--- config.mk ---
export PLATFORM = sky130hd
export DESIGN_NAME = axis_video_pattern_gen
export DESIGN_NICKNAME = d
export VERILOG_FILES = /design/src/rtl/axis_video_pattern_gen.sv
export SDC_FILE = /design/constraint.sdc
export NUM_CORES = 1
export LEC_CHECK = 0
export CAP_MARGIN = 5
export CORE_ASPECT_RATIO = 0.6
export CORE_MARGIN = 4
export CORE_UTILIZATION = 49
export DETAILED_ROUTE_END_ITERATION = 10
export PLACE_DENSITY = 0.71
export SYNTH_ARGS = -nofsm -noshare
export SYNTH_HDL_FRONTEND = slang
export SYNTH_SLANG_ARGS = --single-unit
--- constraint.sdc ---
create_clock -name clk -period 3.2 [get_ports clk]
set_input_delay 0.64 -clock clk [delete_from_list [all_inputs] [get_ports clk]]
set_output_delay 0.64 -clock clk [all_outputs]
set_load 0.05 [all_outputs]
--- src/rtl/axis_video_pattern_gen.sv ---
// AXI4-Stream RGB test-pattern source (colour bars, gray ramp, 8x8 checkerboard, solid)
// with tuser on the first pixel of a frame, tlast on the last pixel of a line.
module axis_video_pattern_gen #(
  parameter int IMAGE_WIDTH  = 1920,
  parameter int IMAGE_HEIGHT = 1080,
  parameter int LINE_GAP     = 0,
  parameter int FRAME_GAP    = 0
) (
  input  logic        clk,
  input  logic        rst_n,
  input  logic        enable,
  input  logic [1:0]  pattern_sel,
  input  logic [23:0] solid_rgb,
  output logic [23:0] m_axis_tdata,
  output logic        m_axis_tvalid,
  output logic        m_axis_tlast,
  output logic        m_axis_tuser,
  input  logic        m_axis_tready,
  output logic        frame_done,
  output logic        busy,
  output logic [15:0] frame_count
);
  localparam int XW = $clog2(IMAGE_WIDTH);
  localparam int YW = $clog2(IMAGE_HEIGHT);
  localparam logic [XW-1:0] X_LAST   = XW'(IMAGE_WIDTH - 1);
  localparam logic [XW-1:0] X_ONE    = XW'(1);
  localparam logic [YW-1:0] Y_LAST   = YW'(IMAGE_HEIGHT - 1);
  localparam logic [YW-1:0] Y_ONE    = YW'(1);
  localparam logic [XW-1:0] BAR_LAST = XW'(IMAGE_WIDTH / 8 - 1);
  localparam logic [15:0]   LGAP_INIT = 16'(LINE_GAP - 1);
  localparam logic [15:0]   FGAP_INIT = 16'(FRAME_GAP - 1);

  typedef enum logic [1:0] {ST_IDLE, ST_ACTIVE, ST_LGAP, ST_FGAP} state_t;

  state_t        state_q, state_d;
  logic [XW-1:0] x_q, x_d, bar_cnt_q, bar_cnt_d;
  logic [YW-1:0] y_q, y_d;
  logic [2:0]    bar_idx_q, bar_idx_d;
  logic [15:0]   gap_cnt_q, gap_cnt_d, frame_count_q, frame_count_d;
  logic [1:0]    pat_q, pat_d;
  logic [23:0]   solid_q, solid_d, tdata_q, tdata_d, pix_s;
  logic          tvalid_q, tvalid_d, tlast_q, tlast_d, tuser_q, tuser_d;
  logic          frame_done_q, frame_done_d, busy_q, busy_d;
  logic          xfer_s, load_s, start_s, y3_s;
  logic [7:0]    x8_s;

  function automatic logic [23:0] bar_colour(input logic [2:0] bar);
    logic [23:0] c;
    case (bar)
      3'd0:    c = 24'hFFFFFF;
      3'd1:    c = 24'hFFFF00;
      3'd2:    c = 24'h00FFFF;
      3'd3:    c = 24'h00FF00;
      3'd4:    c = 24'hFF00FF;
      3'd5:    c = 24'hFF0000;
      3'd6:    c = 24'h0000FF;
      default: c = 24'h000000;
    endcase
    return c;
  endfunction

  function automatic logic [23:0] pixel(input logic [1:0] pat, input logic [23:0] solid,
                                        input logic [7:0] xl, input logic y3, input logic [2:0] bar);
    logic [23:0] p;
    case (pat)
      2'd0:    p = bar_colour(bar);
      2'd1:    p = {xl, xl, xl};
      2'd2:    p = (xl[3] ^ y3) ? 24'hFFFFFF : 24'h000000;
      default: p = solid;
    endcase
    return p;
  endfunction

  // Pattern inputs are the low coordinate bits, zero-padded for narrow counters
  if (XW >= 8) begin : g_xwide
    assign x8_s = x_d[7:0];
  end else begin : g_xnarrow
    assign x8_s = {{(8 - XW){1'b0}}, x_d};
  end
  if (YW >= 4) begin : g_ywide
    assign y3_s = y_d[3];
  end else begin : g_ynarrow
    assign y3_s = 1'b0;
  end

  // Next-state: FSM, raster counters, bar counter and beat control
  always_comb begin
    state_d       = state_q;
    x_d           = x_q;
    y_d           = y_q;
    bar_idx_d     = bar_idx_q;
    bar_cnt_d     = bar_cnt_q;
    gap_cnt_d     = gap_cnt_q;
    pat_d         = pat_q;
    solid_d       = solid_q;
    tvalid_d      = tvalid_q;
    tlast_d       = tlast_q;
    tuser_d       = tuser_q;
    frame_done_d  = 1'b0;
    frame_count_d = frame_count_q;
    load_s        = 1'b0;
    start_s       = 1'b0;
    xfer_s        = tvalid_q & m_axis_tready;
    case (state_q)
      ST_IDLE: begin
        start_s = enable;
      end
      ST_ACTIVE: begin
        if (xfer_s && !tlast_q) begin
          x_d    = x_q + X_ONE;
          load_s = 1'b1;
          if (bar_idx_q == 3'd7) begin
            bar_cnt_d = bar_cnt_q;
          end else if (bar_cnt_q == BAR_LAST) begin
            bar_idx_d = bar_idx_q + 3'd1;
            bar_cnt_d = '0;
          end else begin
            bar_cnt_d = bar_cnt_q + X_ONE;
          end
        end else if (xfer_s) begin
          x_d       = '0;
          bar_idx_d = 3'd0;
          bar_cnt_d = '0;
          if (y_q != Y_LAST) begin
            y_d = y_q + Y_ONE;
            if (LINE_GAP > 0) begin
              state_d   = ST_LGAP;
              gap_cnt_d = LGAP_INIT;
            end else begin
              load_s = 1'b1;
            end
          end else begin
            y_d           = '0;
            frame_done_d  = 1'b1;
            frame_count_d = frame_count_q + 16'd1;
            if (FRAME_GAP > 0) begin
              state_d   = ST_FGAP;
              gap_cnt_d = FGAP_INIT;
            end else if (enable) begin
              start_s = 1'b1;
            end else begin
              state_d = ST_IDLE;
            end
          end
        end else begin
          state_d = ST_ACTIVE;
        end
      end
      ST_LGAP: begin
        if (gap_cnt_q == 16'd0) begin
          state_d = ST_ACTIVE;
          load_s  = 1'b1;
        end else begin
          gap_cnt_d = gap_cnt_q - 16'd1;
        end
      end
      ST_FGAP: begin
        if (gap_cnt_q != 16'd0) begin
          gap_cnt_d = gap_cnt_q - 16'd1;
        end else if (enable) begin
          start_s = 1'b1;
        end else begin
          state_d = ST_IDLE;
        end
      end
      default: begin
        state_d = ST_IDLE;
      end
    endcase
    // A new frame re-latches the pattern selection and restarts the raster
    if (start_s) begin
      state_d   = ST_ACTIVE;
      pat_d     = pattern_sel;
      solid_d   = solid_rgb;
      x_d       = '0;
      y_d       = '0;
      bar_idx_d = 3'd0;
      bar_cnt_d = '0;
      load_s    = 1'b1;
    end else begin
      pat_d = pat_d;
    end
    if (load_s) begin
      tvalid_d = 1'b1;
      tuser_d  = (x_d == '0) && (y_d == '0);
      tlast_d  = (x_d == X_LAST);
    end else if (xfer_s) begin
      tvalid_d = 1'b0;
      tuser_d  = 1'b0;
      tlast_d  = 1'b0;
    end else begin
      tvalid_d = tvalid_q;
    end
    busy_d = (state_d != ST_IDLE);
  end

  // Pixel value for the beat being loaded; otherwise the presented beat holds
  always_comb begin
    pix_s = pixel(pat_d, solid_d, x8_s, y3_s, bar_idx_d);
    if (load_s) begin
      tdata_d = pix_s;
    end else begin
      tdata_d = tdata_q;
    end
  end

  // State, counters and registered stream outputs
  always_ff @(posedge clk or negedge rst_n) begin
    if (!rst_n) begin
      state_q       <= ST_IDLE;
      x_q           <= '0;
      y_q           <= '0;
      bar_idx_q     <= 3'd0;
      bar_cnt_q     <= '0;
      gap_cnt_q     <= 16'd0;
      pat_q         <= 2'd0;
      solid_q       <= 24'd0;
      tdata_q       <= 24'd0;
      tvalid_q      <= 1'b0;
      tlast_q       <= 1'b0;
      tuser_q       <= 1'b0;
      frame_done_q  <= 1'b0;
      busy_q        <= 1'b0;
      frame_count_q <= 16'd0;
    end else begin
      state_q       <= state_d;
      x_q           <= x_d;
      y_q           <= y_d;
      bar_idx_q     <= bar_idx_d;
      bar_cnt_q     <= bar_cnt_d;
      gap_cnt_q     <= gap_cnt_d;
      pat_q         <= pat_d;
      solid_q       <= solid_d;
      tdata_q       <= tdata_d;
      tvalid_q      <= tvalid_d;
      tlast_q       <= tlast_d;
      tuser_q       <= tuser_d;
      frame_done_q  <= frame_done_d;
      busy_q        <= busy_d;
      frame_count_q <= frame_count_d;
    end
  end

  assign m_axis_tdata  = tdata_q;
  assign m_axis_tvalid = tvalid_q;
  assign m_axis_tlast  = tlast_q;
  assign m_axis_tuser  = tuser_q;
  assign frame_done    = frame_done_q;
  assign busy          = busy_q;
  assign frame_count   = frame_count_q;

endmodule

## After elaboration in Yosys (flattened, before gate mapping)

Index checks and enable logic that the tools add are counted.

- Bitwise logic cells: 4
- Reductions and logical operators: 18
- Equal/unequal tests: 18
- $add $sub $neg: 6
- Mux-type cells: 57

Operator list:

| cell | number |
|---|---|
| $pmux 24 s7 | 1 |
| $mux 11 | 15 |
| $pmux 24 s3 | 1 |
| $mux 24 | 2 |
| $add 11x1->11 const B | 3 |
| $mux 16 | 2 |
| $pmux 16 s2 | 1 |
| $logic_not 11->1 | 2 |
| $mux 1 | 18 |
| $mux 3 | 6 |
| $add 16x1->16 const B | 1 |
| $logic_not 16->1 | 1 |
| $mux 2 | 8 |
| $reduce_bool 16->1 | 1 |
| $sub 16x1->16 const B | 1 |
| $eq 3x3->1 const B | 4 |
| $eq 11x11->1 const B | 1 |
| $eq 11x8->1 const B | 1 |
| $ne 11x11->1 const B | 1 |
| $reduce_bool 2->1 | 4 |
| $eq 2x2->1 const B | 3 |
| $eq 3x2->1 const B | 2 |
| $pmux 2 s3 | 1 |
| $reduce_and 3->1 | 2 |
| other kinds (16) | 21 |

- Bits of input ports: 30
- Output and inout bits: 45
- Register bits after elaboration: 125

## Longest topological paths before layout

- Word-level depth: 9
- Depth in mapped cells: 13
- Depth with buffers taken out: 9

## Worst setup path before layout

Ideal clock, no wire load.

- Path type: register -> register
- From: register tlast_q, in the netlist m_axis_tlast
- To: register tdata_q[23], in the netlist m_axis_tdata[23]
- Setup time: 0.094 ns
- Path buffers: 3
- Data arrival time: 2.642 ns
- Cell stages (with the launch flop): 11
- Clock period less this slack: 2.736 ns
- Path slack: 0.464 ns
- Required time: 3.106 ns
- Cell sequence: dfrtp_1 clkbuf_1 and4_1 clkbuf_1 and4_1 buf_6 o31ai_2 o21ai_1 a211oi_4 nor2_4 a221oi_2

- Word-level cells in the longest chain between the ends: 8
- Elaborated cells on any way between the ends: 32

Ends and longest elaborated chain:

| item | RTL line | RTL |
|---|---|---|
| start: declaration | 42 | `logic tvalid_q, tvalid_d, tlast_q, tlast_d, tuser_q, tuser_d;` |
| start signal: assignment | 236 | `tlast_q <= tlast_d;` |
| $logic_not 1->1 * | 109 | `if (xfer_s && !tlast_q) begin` |
| $logic_and 1x1->1 * | 109 |  |
| $mux 1, or another cell as far along | 109 |  |
| $pmux 1 s3, or another cell as far along | 104 | `case (state_q)` |
| $mux 3 / $mux 11 (equally long branches) | 171 | `if (start_s) begin` |
| $eq 3x3->1, or another cell as far along | 49 | `case (bar)` |
| $pmux 24 s7 / $mux 24 (equally long branches) | 49, 68 |  |
| $pmux 24 s3 | 65 | `case (pat)` |
| end signal: assignment | 234 | `tdata_q <= tdata_d;` |
| end: declaration | 41 | `logic [23:0] solid_q, solid_d, tdata_q, tdata_d, pix_s;` |

Mark *: on every way between the ends. The rest lies on a longest branch, timed or not.
A chain may end at the register's enable or synchronous reset.

## Worst setup path after layout

- From: register gap_cnt_q[6]
- To: register tdata_q[8], in the netlist m_axis_tdata[8]

- Word-level cells in the longest chain between the ends: 7
- Elaborated cells on any way between the ends: 26

Ends and longest elaborated chain:

| item | RTL line | RTL |
|---|---|---|
| start: declaration | 39 | `logic [15:0] gap_cnt_q, gap_cnt_d, frame_count_q, frame_count_d;` |
| start signal: assignment | 231 | `gap_cnt_q <= gap_cnt_d;` |
| $reduce_bool 16->1 | 158 | `if (gap_cnt_q != 16'd0) begin` |
| $mux 1 | 158 |  |
| $pmux 1 s3 | 104 |  |
| $mux 3 / $mux 11 (equally long branches) | 171 |  |
| $eq 3x3->1, or another cell as far along | 49 |  |
| $pmux 24 s7 / $mux 24 (equally long branches) | 49, 68 |  |
| $pmux 24 s3 | 65 |  |

Several ways; a longest one is shown, not always the timed one.

==> reports/metrics.yaml <==
synth-main-ff-cell: "dfrtp_1"
syn_inst: 636
htreeDepth: 4
dieArea_mm2: 0.0154
slowest_stage: "or4_1"
crit_required_ps: 3450
post_cts_buffers: 0
fin_crit_ps: 2930
first_pass_iters: 5
die_h_um: 97.6
clkTransAtPathRegs_ps: 60
globalRouteTotalUtil: 0.232
coreArea_mm2: 0.0130
crit_path_end_kind: "flop"
clkPwrFrac: 0.283
start_util: 0.506
crit_path_start_kind: "flop"
layout.nets: 778
synth_edf_count: 0
synth_area_mm2: 0.00656
cts_sinks: 125
crit_arrival_ps: 3180
hold_path_class: "in -> async"
antenna_found_initial: 0
worst-path-buf-inv: 1
clock_latency_ps: 420
crit_chain: "or4_1 > nor4_4 > o21ai_2 > a211oi_2 > a211oi_4 > buf_4 > nor2_4 > a221oi_2"
yosys-top-cells-area: "dfrtp_1 48%, a221oi_2 5.5%, nor2_1 4.5%"
clk_path_buf_depth: 2
grt_max_degree: 54
yosys.area.top_type_share: 0.477
powerDensity_mw_per_mm2: 804
cts_inserted_buffers: 17
rsz0062_at_grt: "no"
fillers: 1029
synth_commonest_cells: "125 x dfrtp_1, 78 x nor2_1, 51 x nand2_1, 35 x inv_1"
swShare: 0.394
max_cap_violations: 0
wirelength_um: 16900
maxSlewHeadroom: 0.422
slowest_delay_ps: 710
fin_worst_skew_ps: 8.80
total_power_w: 0.00661
grt_pass1_wl_um: 28400
leakagePower_nw: 3.87
crit_fanout: 8
cpLargestDelayFamily: "simple AND/OR/NAND/NOR gates"
gp_congestion: 0.906
setup_viol: 0
p_seq_frac: 0.333
combPwrFrac: 0.384
io_buffers: 74
ioPinCount: 75
post_cts_resized: 0
synth.net_count: 679
finalMaxSlewViolations: 0
synth_area_per_cell_um2: 10.3
synthToLayoutAreaGrowth_pct: 25.3
switchingPower_w: 0.00260
tns_ps: 0
dpl.hpwl_um: 12200
cts.root.buffer_cell: "clkbuf_16"
outcome: "completed"
antenna-diode-count: 0
placement_rows: 32
die_w_um: 157
yosysSeqAreaShare: 0.477
grt_overflow: 0
synth.most_common_cell: "dfrtp_1"
finalCritPeriodShare: 0.917
dr.first_iter.drc_count: 366
vias: 5261
ant_nets: 0
fmax_mhz: 341
critPathKind: "reg -> reg"
cts_tree: "yes"
synth-async-reset-ratio: 1.00
finalHoldViolations: 0
power.internal_w: 0.00401
ys.warnings.count: 0
ys_seq_elements: 125
grt_pass1_vias: 5417
fin_util: 0.634
drcViolationCount: 0
holdBufCountCts: 0
routedWlPerCell_um: 18.4
ir_drop_v: 0.000406
yosys.cell_types.count: 68
vias_per_cell: 5.73
worstMarginPinSlew_ps: 858
drive_gt1_frac: 0.155
synth_area_leader_cell: "dfrtp_1"
flip-flops by register name, summed over array words and instances (netlist names):
register,count
frame_done,1
x_q,11
busy,1
y_q,11
m_axis_tvalid,1
gap_cnt_q,16
state_q,2
bar_idx_q,3
bar_cnt_q,11
m_axis_tuser,1
pat_q,2
m_axis_tlast,1
m_axis_tdata,24
frame_count,16
solid_q,24
power groups by stage:
stage / Sequential (W) / Clock (W) / Combinational (W)
final: 0.00220 / 0.00187 / 0.00254
after CTS: 0.00220 / 0.00189 / 0.00255
after global placement: 0.00221 / 0 / 0.00247
after detailed placement: 0.00222 / 0 / 0.00253
after global routing: 0.00225 / 0.00197 / 0.00273
after floorplan: 0.00273 / 0 / 0.00114
path summary, 6_finish.rpt:
| check | start | slack, ps | cells after the start | endpoint |
|---|---|---|---|---|
| worst max-delay path | gap_cnt_q[6]$_DFFE_PN0P_ | 270 | 8 | m_axis_tdata[8]$_DFFE_PN0P_ |
| worst min-delay path | rst_n | 270 | 1 | solid_q[10]$_DFF_PN0_ |
| worst max register to register | gap_cnt_q[6]$_DFFE_PN0P_ | 270 | 8 | m_axis_tdata[8]$_DFFE_PN0P_ |
| worst min register to register | gap_cnt_q[13]$_DFFE_PN0P_ | 480 | 1 | gap_cnt_q[13]$_DFFE_PN0P_ |
| max in group asynchronous | rst_n | 2140 | 2 | m_axis_tuser$_DFFE_PN0P_ |
| min in group clk | gap_cnt_q[13]$_DFFE_PN0P_ | 480 | 1 | gap_cnt_q[13]$_DFFE_PN0P_ |
cell type report:
type | instances | area, µm² | share of cell area
Clock buffer | 18 | 439 | 0.0534
Clock inverter | 14 | 131 | 0.0160
Inverter | 35 | 131 | 0.0160
Multi-Input combinational cell | 451 | 3160 | 0.384
Sequential cell | 125 | 3130 | 0.381
Tap cell | 170 | 213 | 0.0259
Timing Repair Buffer | 105 | 1020 | 0.124
worst reg2reg max path, stage by stage, from the launching register on:
cell	delay [ps]
dfrtp_1	430
or4_1	710
nor4_4	430
o21ai_2	190
a211oi_2	310
a211oi_4	110
buf_4	160
nor2_4	340
a221oi_2	110
layer usage:
metal | global-route usage | share of wire
met1 | 0.361 | 0.50
met2 | 0.328 | 0.44
met3 | 0.0543 | 0.057
met4 | 0.0509 | 0.0077
met5 | 0 | 0
stage by stage:
stage	setup WS (ps)	hold slack, ps	cell area (µm²)	cells
after detailed placement	1.03	470	7650	886
after CTS	290	288	8220	918
final	266	269	8220	918
after global placement	103	449	7650	886
after global routing	135	322	8220	918
after floorplan	464	344	6560	636
cells by family after synthesis:
| logic type | share of synthesized area |
|---|---|
| AOI/OAI and AO/OA | 0.141 |
| and+or+nand+nor | 0.205 |
| xor gates and xnor gates | 0.0668 |
| buffers and inverters | 0.0433 |
| DFF | 0.477 |
| adders and majority gates | 0.0248 |
| muxes | 0.0429 |
layout by cell type (no fill, tap or decap), drive strengths merged, types with 11 or more instances in the layout:
master         Yosys  layout
nor3              13      13
o21ai             25      25
nand2             51      51
xnor2             26      26
mux2i             27      27
nand4             13      13
xor2              24      24
a21oi             15      15
nor2              81      81
buf               10      32
nand3             27      27
nor4              11      11
a221oi            25      25
clkdlybuf4s50      0      73
inv               35      41
ha                13      13
clkbuf            15      18
dfrtp            125     125
Note: power is estimated with default switching activity, not from simulation.
